===== src/rtl/n8_pkg.sv =====
// Shared N8 controller-link definitions: button bit positions, frame size and
// the responder state encoding used by the driver, the responder and the key decoder.
`timescale 1ns/1ps
package n8_pkg;

  localparam int N8_NUM_BUTTONS = 8;

  localparam int BTN_A      = 0;
  localparam int BTN_B      = 1;
  localparam int BTN_SELECT = 2;
  localparam int BTN_START  = 3;
  localparam int BTN_UP     = 4;
  localparam int BTN_DOWN   = 5;
  localparam int BTN_LEFT   = 6;
  localparam int BTN_RIGHT  = 7;

  typedef enum logic [1:0] {
    N8R_IDLE,
    N8R_LOAD,
    N8R_SHIFT,
    N8R_DONE
  } n8r_state_e;

endpackage


===== src/rtl/n8_sync_edge.sv =====
// Multi-flop synchronizer for an asynchronous strobe pin, followed by a
// one-flop edge detector producing the synchronized level plus rise/fall flags.
`timescale 1ns/1ps
module n8_sync_edge #(
  parameter int SYNC_STAGES = 2
) (
  input  logic clk,
  input  logic reset,
  input  logic pin,
  output logic level,
  output logic rise,
  output logic fall
);

  // SYNC_STAGES must be at least 2 for metastability settling.
  logic [SYNC_STAGES-1:0] sync_p0;
  logic                   prev_p1;

  always_ff @(posedge clk or posedge reset) begin
    if (reset) begin
      sync_p0 <= '0;
      prev_p1 <= 1'b0;
    end else begin
      sync_p0 <= {sync_p0[SYNC_STAGES-2:0], pin};
      prev_p1 <= sync_p0[SYNC_STAGES-1];
    end
  end

  // ---- edge-detect stage ----
  assign level = sync_p0[SYNC_STAGES-1];
  assign rise  = sync_p0[SYNC_STAGES-1] & ~prev_p1;
  assign fall  = ~sync_p0[SYNC_STAGES-1] & prev_p1;

endmodule


===== src/rtl/n8_responder.sv =====
// Pad-side end of the N8 serial link: emulates the controller's parallel-in /
// serial-out register, answering host latch/pulse strobes on an active-low data line.
`timescale 1ns/1ps
module n8_responder
  import n8_pkg::*;
#(
  parameter int SYNC_STAGES  = 2,
  parameter int N_BUTTONS    = N8_NUM_BUTTONS,
  parameter int IDLE_TIMEOUT = 50_000_000
) (
  input  logic                 clk,
  input  logic                 reset,
  input  logic                 latch_in,
  input  logic                 pulse_in,
  input  logic [N_BUTTONS-1:0] buttons,
  output logic                 data_out,
  output logic [3:0]           bit_index,
  output logic                 frame_done,
  output logic                 frame_abort,
  output logic                 idle_timeout
);

  localparam int               CNT_W    = $clog2(IDLE_TIMEOUT + 1);
  localparam logic [3:0]       IDX_LAST = 4'(N_BUTTONS);
  localparam logic [CNT_W-1:0] CNT_MAX  = CNT_W'(IDLE_TIMEOUT);

  function automatic logic [3:0] sat_idx(input logic [3:0] idx);
    return (idx >= IDX_LAST) ? IDX_LAST : idx + 4'd1;
  endfunction

  function automatic logic [CNT_W-1:0] sat_cnt(input logic [CNT_W-1:0] cnt);
    return (cnt == CNT_MAX) ? CNT_MAX : cnt + 1'b1;
  endfunction

  logic latch_s, latch_rise, latch_fall, pulse_rise;
  logic pulse_unused_level, pulse_unused_fall;

  n8_sync_edge #(.SYNC_STAGES(SYNC_STAGES)) u_latch_sync (
    .clk   (clk),
    .reset (reset),
    .pin   (latch_in),
    .level (latch_s),
    .rise  (latch_rise),
    .fall  (latch_fall)
  );

  n8_sync_edge #(.SYNC_STAGES(SYNC_STAGES)) u_pulse_sync (
    .clk   (clk),
    .reset (reset),
    .pin   (pulse_in),
    .level (pulse_unused_level),
    .rise  (pulse_rise),
    .fall  (pulse_unused_fall)
  );

  logic pulse_unused;
  assign pulse_unused = pulse_unused_level ^ pulse_unused_fall;

  n8r_state_e             state, state_n;
  logic [N_BUTTONS-1:0]   shreg, shreg_n, shifted;
  logic [3:0]             idx_n;
  logic                   data_n, done_n, abort_n, idle_n;
  logic [CNT_W-1:0]       idle_cnt, idle_cnt_n;

  // ---- next-state stage: decisions from synchronized strobe events ----
  always_comb begin
    state_n    = state;
    shreg_n    = shreg;
    idx_n      = bit_index;
    data_n     = data_out;
    done_n     = 1'b0;
    abort_n    = 1'b0;
    shifted    = {1'b0, shreg[N_BUTTONS-1:1]};

    case (state)
      N8R_IDLE: begin
        data_n = 1'b1;
        if (latch_rise) state_n = N8R_LOAD;
      end
      N8R_LOAD: begin
        if (latch_fall) state_n = N8R_SHIFT;
      end
      N8R_SHIFT: begin
        // A new latch takes priority over a coincident pulse.
        if (latch_rise) begin
          abort_n = (bit_index < IDX_LAST);
          state_n = N8R_LOAD;
        end else if (pulse_rise) begin
          shreg_n = shifted;
          idx_n   = sat_idx(bit_index);
          data_n  = ~shifted[0];
          if (idx_n == IDX_LAST) begin
            done_n  = 1'b1;
            state_n = N8R_DONE;
          end
        end
      end
      N8R_DONE: begin
        data_n = 1'b1;
        idx_n  = IDX_LAST;
        if (latch_rise) state_n = N8R_LOAD;
      end
      default: state_n = N8R_IDLE;
    endcase

    // Transparent parallel load on every latch-high cycle, including the entry cycle.
    if (state_n == N8R_LOAD && latch_s) begin
      shreg_n = buttons;
      idx_n   = 4'd0;
      data_n  = ~buttons[BTN_A];
    end

    idle_cnt_n = latch_rise ? '0 : sat_cnt(idle_cnt);
    idle_n     = (idle_cnt_n == CNT_MAX);
  end

  // ---- register stage: all outputs registered ----
  always_ff @(posedge clk or posedge reset) begin
    if (reset) begin
      state        <= N8R_IDLE;
      shreg        <= '0;
      data_out     <= 1'b1;
      bit_index    <= IDX_LAST;
      frame_done   <= 1'b0;
      frame_abort  <= 1'b0;
      idle_timeout <= 1'b0;
      idle_cnt     <= '0;
    end else begin
      state        <= state_n;
      shreg        <= shreg_n;
      data_out     <= data_n;
      bit_index    <= idx_n;
      frame_done   <= done_n;
      frame_abort  <= abort_n;
      idle_timeout <= idle_n;
      idle_cnt     <= idle_cnt_n;
    end
  end

endmodule


===== config.mk =====
export PLATFORM = sky130hd
export DESIGN_NAME = n8_responder
export DESIGN_NICKNAME = d
export VERILOG_FILES = /design/src/rtl/n8_pkg.sv /design/src/rtl/n8_sync_edge.sv /design/src/rtl/n8_responder.sv
export SDC_FILE = /design/constraint.sdc
export NUM_CORES = 1
export LEC_CHECK = 0
export ABC_CLOCK_PERIOD_IN_PS = 2500
export CAP_MARGIN = 30
export CORE_UTILIZATION = 53
export DETAILED_ROUTE_END_ITERATION = 12
export PLACE_DENSITY = 0.76
export SLEW_MARGIN = 20
export SYNTH_ARGS = -nofsm -noshare
export SYNTH_HDL_FRONTEND = slang
export SYNTH_SLANG_ARGS = --single-unit

===== constraint.sdc =====
create_clock -name clk -period 2.5 [get_ports clk]
set_clock_uncertainty 0.05 [all_clocks]
set_input_delay 0.5 -clock clk [delete_from_list [all_inputs] [get_ports clk]]
set_output_delay 0.5 -clock clk [all_outputs]
set_load 0.01 [all_outputs]

==> flow_summary.ini <==
[global_route]
grt_pass1_vias = 2047
antenna_found_initial = 0
grt_util_all_layers_pct = 22.97
grt_overflow = 0
grt_max_degree = 50
grt_pass1_wl_mm = 9.632

[power_and_ir_drop]
internal_power_mw = 1.469
p_leak_nw = 1.347
p_sw_share_pct = 33.15
ir_drop_mv = 0.3835
pwr-share-seq_pct = 46.9
total_power_mw = 2.197
p_sw_mw = 0.7284
p_clk_share_pct = 21.8
p_comb_share_pct = 31.3
powerDensity_mw_per_mm2 = 673.1

[worst_setup_path]
cp_data_arrival_time_ns = 2.58
path_class = reg2reg
r2r_cells = 9
cp_data_required_time_ns = 2.65
critPathCaptureType = register
crit_path_max_fanout = 6
timing.rr.end = shreg[4]
critPathLaunchType = register
reg2reg_slack_ns = 0.08
reg2reg_from = bit_index[0]

[finish]
layout_common_cells = dfrtp_1 (45), nor2_1 (43), clkdlybuf4s50_1 (19), inv_1 (17), nand2_1 (17)
stdcell_count = 392
nets = 340
final_common_cell = dfrtp_1
drive_gt1_share_pct = 19.57
area_growth_pct = 16.89
final_util_pct = 64.32
antenna_cells = 0
final_cell_area_mm2 = 0.003264

[timing]
max_slew_margin_pct = 59.42
fmax_ghz = 0.4127
hold-worst-slack_ns = 0.3051
worstMarginPinSlew_ns = 0.6087
slew_viol_final = 0
min_period_ns = 2.423
hold_violations = 0
min_period_over_period_pct = 96.91
fin_tns_setup_ns = 0
setup_slack_ns = 0.07715
finalSetupViolations = 0

[synthesis]
synth_area_per_cell_um2 = 9.597
syn_nets = 310
postSynthCellCount = 291
synth-seq-area-share_pct = 44.00
syn_area_mm2 = 0.002793
ys_warn_count = 0
synth_ff_type = dfrtp_1
synth_cell_types = 56
synthArstFlopShare_pct = 100.0
synth-edff-count = 0
ys_seq_elements = 49

[detailed_routing]
detail_route.wl_per_cell_um = 14.91
ant_nets = 0
first_pass_iters = 4
drt_wl_total_mm = 5.843
vias = 2187
drt_iter0_drc = 212
viasPerCell = 5.579
drc_errors = 0

[floorplanning]
floorplan.initialDensity_pct = 55.03
core_area_mm2 = 0.005075
die_h_um = 74.59
row_count = 26
die_w_um = 74.59
pin_count = 20
die-area_mm2 = 0.005564

[cts]
clk_pin_slew_ns = 0.09
cts_root_buf = clkbuf_8
clock_latency_ns = 0.31
cts_tree = built
cts.sinks = 49
htreeDepth = 2
cts_made_buffers = 5
clockBufferDepth = 2

[worst_hold_path]
hold_end = u_latch_sync.sync_p0[1]
worstHoldStart = u_latch_sync.sync_p0[0]
hp-class = reg2reg
whs_path_depth = 0

[placed_design]
placed_cells = 380
routabilityCongestion = 0.8850
portBuffers = 19
place_ws_ns = 0.06496
dpl.hpwl_mm = 4.108
place_area_mm2 = 0.003103

[run]
maxCapViolCount = 0

[outcome]
outcome = finished, final reports clean
## routing by layer
layer  GRT usage [%]  vias up  part of all wire [%]
met2           34.43       55                    49
met3           5.285       10                   5.0
met4           7.547        0                   1.3
li1                -     1075                     -
met5               0        -                     0
met1           32.90     1047                    45
## kinds of logic after synthesis
kind of cell | count (synthesis) | share of synthesized area (%)
fa+ha+maj | 7 | 3.136
compound gates | 40 | 9.632
xor+xnor | 23 | 7.213
mux | 14 | 5.600
buf+inv | 31 | 4.748
simple gates | 127 | 25.67
flops | 49 | 44.00
## synth_stat cells (3+ instances only)
cell	number	area (um2)
nor4_1	4	25.02
nor2_1	43	161.4
and3_1	3	18.77
mux2_2	13	146.4
nand4_1	9	56.30
xnor2_1	12	105.1
a21oi_1	11	55.05
nand3_1	13	65.06
clkbuf_1	4	15.01
xor2_1	11	96.34
nor3_1	7	35.03
nor2b_1	6	37.54
inv_1	18	67.56
dfrtp_1	47	1176
ha_1	7	87.58
nand2_1	17	63.81
o21ai_0	9	45.04
buf_2	6	30.03
## power by group through the flow
stage	logic, mW	registers (mW)	clock network, mW
final	0.687	1.03	0.479
after global routing	0.755	1.05	0.533
after CTS	0.617	1.03	0.495
after detailed placement	0.614	1.04	0
after global placement	0.590	1.04	0
after floorplan	0.431	1.02	0
## how the worst max path moves through the flow
stage	startpoint	to
floorplan	bit_index[0]	shreg[1]
CTS	bit_index[0]	shreg[6]
detailed placement	bit_index[0]	shreg[6]
finish	bit_index[0]	shreg[4]
global placement	bit_index[0]	shreg[4]
global route	bit_index[0]	shreg[7]
## layout make-up
class	count	area, um2
inverter	18	67.56
tap	70	87.58
multi-input combinational	211	1473
clock buffer	5	68.82
fill	444	1810
clock inverter	3	21.27
sequential	49	1231
timing repair buffer	36	315.3
## critical path, stage by stage (launching register included)
cell     delay, ns
dfrtp_2       0.45
inv_1         0.11
ha_4          0.22
nor2b_2       0.12
a41oi_2       0.18
o21ai_2       0.20
a21oi_2       0.09
nor4b_2       0.33
buf_2         0.23
mux2_2        0.34
## sequential cells by signal, summed over array words and instances (netlist names), 2 cells and up
signal / flops
shreg: 7
u_latch_sync.sync_p0: 2
bit_index: 4
state: 2
idle_cnt: 26
u_pulse_sync.sync_p0: 2
## timing repair
action                                  in CTS  in global routing
setup buffers                                0                  3
gates resized for setup                      0                 13
hold buffers                                 0                  0
endpoints found under the setup margin       0                  9
Note: power is estimated with default switching activity, not from simulation.
==> RTL edit 1: new RTL, same settings <==
Encoding of `n8r_state_e`: now one-hot (4 bits for 4 states).
--- a/src/rtl/n8_pkg.sv
+++ b/src/rtl/n8_pkg.sv
@@ -14,11 +14,11 @@
   localparam int BTN_LEFT   = 6;
   localparam int BTN_RIGHT  = 7;
 
-  typedef enum logic [1:0] {
-    N8R_IDLE,
-    N8R_LOAD,
-    N8R_SHIFT,
-    N8R_DONE
+  typedef enum logic [3:0] {
+    N8R_IDLE  = 4'b0001,
+    N8R_LOAD  = 4'b0010,
+    N8R_SHIFT = 4'b0100,
+    N8R_DONE  = 4'b1000
   } n8r_state_e;
 
 endpackage
Check against the original RTL: no difference found for any inputs over 10 cycles, from zero or initial values and one cycle with reset high; not proved beyond that.
==> RTL edit 1 against the unedited design <==
Wire length down 10%; sequential cell count up 2; setup slack better by 0.17 ns; final cell count down 7.9%; critical endpoint is now idle_timeout; area after synthesis is 2.7% lower; highest routed layer unchanged; core utilization fell by 0.35 points; cell area shrank 5.6%.
Power is not compared: it rests on default switching activity, and its combinational part moved more than twofold at a synthesized area within 25%.
==> RTL edit 1: results (changes against the unedited design) <==
| Metric | Value |
|---|---|
| Post-synthesis mux area share | `5.99% (was 5.60%)` |
| Placed cells | `351 (was 380)` |
| Overall routing resource usage | `22.5% (was 23.0%)` |
| Vias per inst | `5.70 (was 5.58)` |
| Hold_sp | `u_pulse_sync.sync_p0[0] (was u_latch_sync.sync_p0[0])` |
| Status | `finished, final reports clean (unchanged)` |
| Worst-margin pin slew | `0.505 ns (was 0.609 ns)` |
| Pre-CTS setup slack | `0.179 ns (was 0.0650 ns)` |
| Top cells by count, synth | `dfrtp_1 (48), nor2_1 (35), nand3_1 (16), nor3_1 (16), xnor2_1 (13) (was dfrtp_1 (47), nor2_1 (43), inv_1 (18), nand2_1 (17))` |
| Final Hold Slack | `0.303 ns (was 0.305 ns)` |
| Nets | `309 (was 340)` |
| Avg Cell Area, Syn | `10.1 sq um (was 9.60 sq um)` |
| Critical path arrival | `2.42 ns (was 2.58 ns)` |
| Worst Setup EP | `idle_timeout (was shreg[4])` |
| Seq/Total Area, Yosys | `47.1% (was 44.0%)` |
| Vias | `2057 (was 2187)` |
| RD Place Congestion | `0.910 (was 0.885)` |
| 1st-iter DRT viols | `167 (was 212)` |
| Post-synthesis net count | `286 (was 310)` |
| Critical path fanouts, max | `7 (was 6)` |
| Placed instance area | `0.00298 sq mm (was 0.00310 sq mm)` |
| Fraction of layout instances using a drive strength above 1 | `13.6% (was 19.6%)` |
| Vias in the first global route | `1950 (was 2047)` |
| Synth area leaders | `dfrtp_1 (44%), nor2_1 (4.8%), xnor2_1 (4.2%), mux2_2 (4.1%), nand3_1 (2.9%) (was dfrtp_1 (42%), nor2_1 (5.8%), mux2_2 (5.2%), xnor2_1 (3.8%), xor2_1 (3.4%))` |
| Largest net degree at the start of global routing | `52 (was 50)` |
| First-pass GRT wire length | `9.29 mm (was 9.63 mm)` |
| Cell depth of the worst flop-to-flop path | `8 (was 9)` |
| Met3 usage | `3.70% (was 5.28%)` |
| Peak supply drop | `0.400 mV` |
| Xor and xnor area share after synthesis | `7.09% (was 7.21%)` |
| Compound-gate portion of the synthesized area | `8.66% (was 9.63%)` |
| Drt total wl | `5.26 mm (was 5.84 mm)` |
| Synth cell types | `49 (was 56)` |
| Grt met2 use | `34.1% (was 34.4%)` |
| Fmax achieved | `445 MHz (was 413 MHz)` |
| Hold EP | `u_pulse_sync.sync_p0[1] (was u_latch_sync.sync_p0[1])` |
| R2r setup slk | `0.25 ns (was 0.08 ns)` |
| DPL Wire Length | `3.74 mm (was 4.11 mm)` |
| Clk root buf | `clkbuf_8 (unchanged)` |
| Adder-Cell Fraction of Synth Area | `2.21% (was 3.14%)` |
| Leakage | `1.31 nW` |
| Routing usage on met1 | `33.5% (was 32.9%)` |
| Critical Path Source | `idle_cnt[1] (was bit_index[0])` |
| Reg-to-reg startpoint | `idle_cnt[1] (was bit_index[0])` |
## RTL edit 1: power breakdown
part | leakage, nW | switching [mW] | internal [mW]
registers | 0.667 | 0.0774 | 0.897
clock network | 0.0412 | 0.269 | 0.196
logic | 0.602 | 0.109 | 0.151
total | 1.31 | 0.455 | 1.24
## RTL edit 1: per-layer routing
layer	routed length, microns	part of all wire [%]	vias to the layer above
met1	2520	48	998
li1	-	-	1015
met2	2500	48	38
met5	0	0	-
met3	181	3.4	6
met4	52	0.99	0
## RTL edit 1: worst max-delay path: stages (launching register included)
cell	delay, ns
dfrtp_1	0.45
ha_1	0.28
and3_1	0.33
nand4_1	0.13
buf_4	0.18
nor3_1	0.25
xnor2_1	0.19
a31oi_1	0.13
nor3_1	0.19
## RTL edit 1: cell type report
type,count,area [sq um]
clock inverter,2,12.5
tap,67,83.8
fill,410,1740
timing repair buffer,26,255
multi-input combinational,200,1340
clock buffer,6,72.6
sequential,51,1280
inverter,9,33.8
==> RTL edit 2: new RTL, config.mk and constraints unchanged <==
Without the edit above. The parameter `IDLE_TIMEOUT` goes from 50_000_000 to 100_000_000.
--- a/src/rtl/n8_responder.sv
+++ b/src/rtl/n8_responder.sv
@@ -6,7 +6,7 @@
 #(
   parameter int SYNC_STAGES  = 2,
   parameter int N_BUTTONS    = N8_NUM_BUTTONS,
-  parameter int IDLE_TIMEOUT = 50_000_000
+  parameter int IDLE_TIMEOUT = 100_000_000
 ) (
   input  logic                 clk,
   input  logic                 reset,
Behaviour: no difference found for any inputs over 10 cycles, from zero or initial values and one cycle with reset high; that may be too few to reach the edited logic, so the function may still have changed.
==> RTL edit 2 against the unedited design <==
Wire length increased by 3.8%; first-iteration DRC count decreased by 53%; synthesized cell count increased by 4.1%; cell area increased by 3.1%; area after synthesis decreased by 0.31%; total power increased by 6.0%; sequential cell count increased by 1; setup slack improved by 0.00098 ns; largest cell class unchanged; largest power group unchanged.
==> RTL edit 2: results (changes against the unedited design) <==
| Metric | Value |
|---|---|
| Post-synthesis net count | `322 (was 310)` |
| Avg Cell Area, Syn | `9.19 sq um (was 9.60 sq um)` |
| Vias per inst | `5.61 (was 5.58)` |
| 1st-iter DRT viols | `100 (was 212)` |
| Critical path fanouts, max | `8 (was 6)` |
| CP max-delay cell | `or4_4 (was dfrtp_2)` |
| Cell depth of the worst flop-to-flop path | `10 (was 9)` |
| Largest net degree at the start of global routing | `35 (was 50)` |
| Placed cells | `400 (was 380)` |
| RD Place Congestion | `0.882 (was 0.885)` |
| Drt total wl | `6.07 mm (was 5.84 mm)` |
| Overall routing resource usage | `23.2% (was 23.0%)` |
| Largest regs | `idle_cnt (27), shreg (7), bit_index (4) (was idle_cnt (26), shreg (7), bit_index (4))` |
| Fillers | `428 (was 444)` |
| Leakage | `1.49 nW (was 1.35 nW)` |
| Synth area leaders | `dfrtp_1 (43%), nor2_1 (6.3%), xor2_1 (5.7%), nand2_1 (4.2%), ha_1 (3.1%) (was dfrtp_1 (42%), nor2_1 (5.8%), mux2_2 (5.2%), xnor2_1 (3.8%), xor2_1 (3.4%))` |
| Vias in the first global route | `2138 (was 2047)` |
| Seq/Total Area, Yosys | `45.0% (was 44.0%)` |
| Critical path arrival | `2.57 ns (was 2.58 ns)` |
| Fraction of layout instances using a drive strength above 1 | `15.8% (was 19.6%)` |
| Status | `finished, final reports clean (unchanged)` |
| Pre-CTS setup slack | `-0.0186 ns (was 0.0650 ns)` |
| Nets | `360 (was 340)` |
| Worst-margin pin slew | `0.456 ns (was 0.609 ns)` |
| CP peak stage delay | `0.43 ns (was 0.45 ns)` |
| DPL Wire Length | `4.24 mm (was 4.11 mm)` |
-- RTL edit 2: cell types whose count changed after synthesis, sizes merged, moves of 4 or more --
| cell | delta |
|---|---|
| nor2 | +5 |
| nor4 | +4 |
| mux2 | -12 |
| xor2 | +7 |
| nand2 | +14 |
| nand3 | -7 |
| a31oi | +8 |
-- RTL edit 2: cell type report --
class                   count  area (sq um)  area share [%]
clock buffers               5          68.8            2.05
flip-flops and latches     50          1250            37.3
inverters                  15          56.3            1.67
well taps                  70          87.6            2.60
multi-input cells         222          1410            42.0
clock inverters             3          68.8            2.05
repair buffers             47           414            12.3
-- RTL edit 2: repair_timing --
item	CTS	global route
setup buffers	0	3
gates cloned	0	1
gates resized for setup	1	6
pin swaps	0	1
setup endpoints to repair	7	13
-- RTL edit 2: power by group --
group	total [mW]	leakage (nW)	internal (mW)	switching, mW
clock network	0.675	0.0683	0.401	0.274
logic	0.614	0.772	0.294	0.319
registers	1.04	0.650	0.931	0.109
-- RTL edit 2: worst max-delay path: cells and delay by family (launching register included) --
family	cells	cell delay, ns
adders and majority gates	1	0.28
DFF	1	0.42
buffers and inverters	2	0.27
and+or+nand+nor	5	0.92
AOI/OAI and AO/OA	2	0.38
-- RTL edit 2: logic make-up (layout without fill, tap and decap cells) --
family / after synthesis / after routing / share of synthesized area, %
AO/OA/AOI/OAI: 45 / 45 / 10.1
flip-flops: 50 / 50 / 45.0
AND/OR/NAND/NOR: 141 / 141 / 27.2
multiplexers: 2 / 2 / 0.764
buffers and inverters: 31 / 70 / 5.21
XOR/XNOR: 27 / 27 / 8.49
adder cells (fa/ha/maj): 7 / 7 / 3.15
-- RTL edit 2: final timing paths --
path,to,start,slack (ns)
worst max-delay path,shreg[7],state[0],0.08
worst min register to register,u_latch_sync.sync_p0[1],u_latch_sync.sync_p0[0],0.31
worst min-delay path,u_latch_sync.sync_p0[1],u_latch_sync.sync_p0[0],0.31
min in group asynchronous,idle_cnt[5],reset,0.44
max in group asynchronous,data_out,reset,1.40
worst max register to register,shreg[7],state[0],0.08
-- RTL edit 2: metrics by stage --
stage | cell area [sq um] | hold WS, ns
after floorplan | 2780 | 0.281
after global placement | 3170 | 0.284
after detailed placement | 3170 | 0.287
after CTS | 3310 | 0.310
after global routing | 3360 | 0.326
final | 3360 | 0.309
-- RTL edit 2: routing by layer --
layer	vias to the layer above	share of wire [%]	GRT usage, %
met5	-	0	0
met4	0	2.2	9.43
met3	14	4.4	4.47
met2	54	48	37.9
met1	1113	45	30.3
li1	1129	-	-
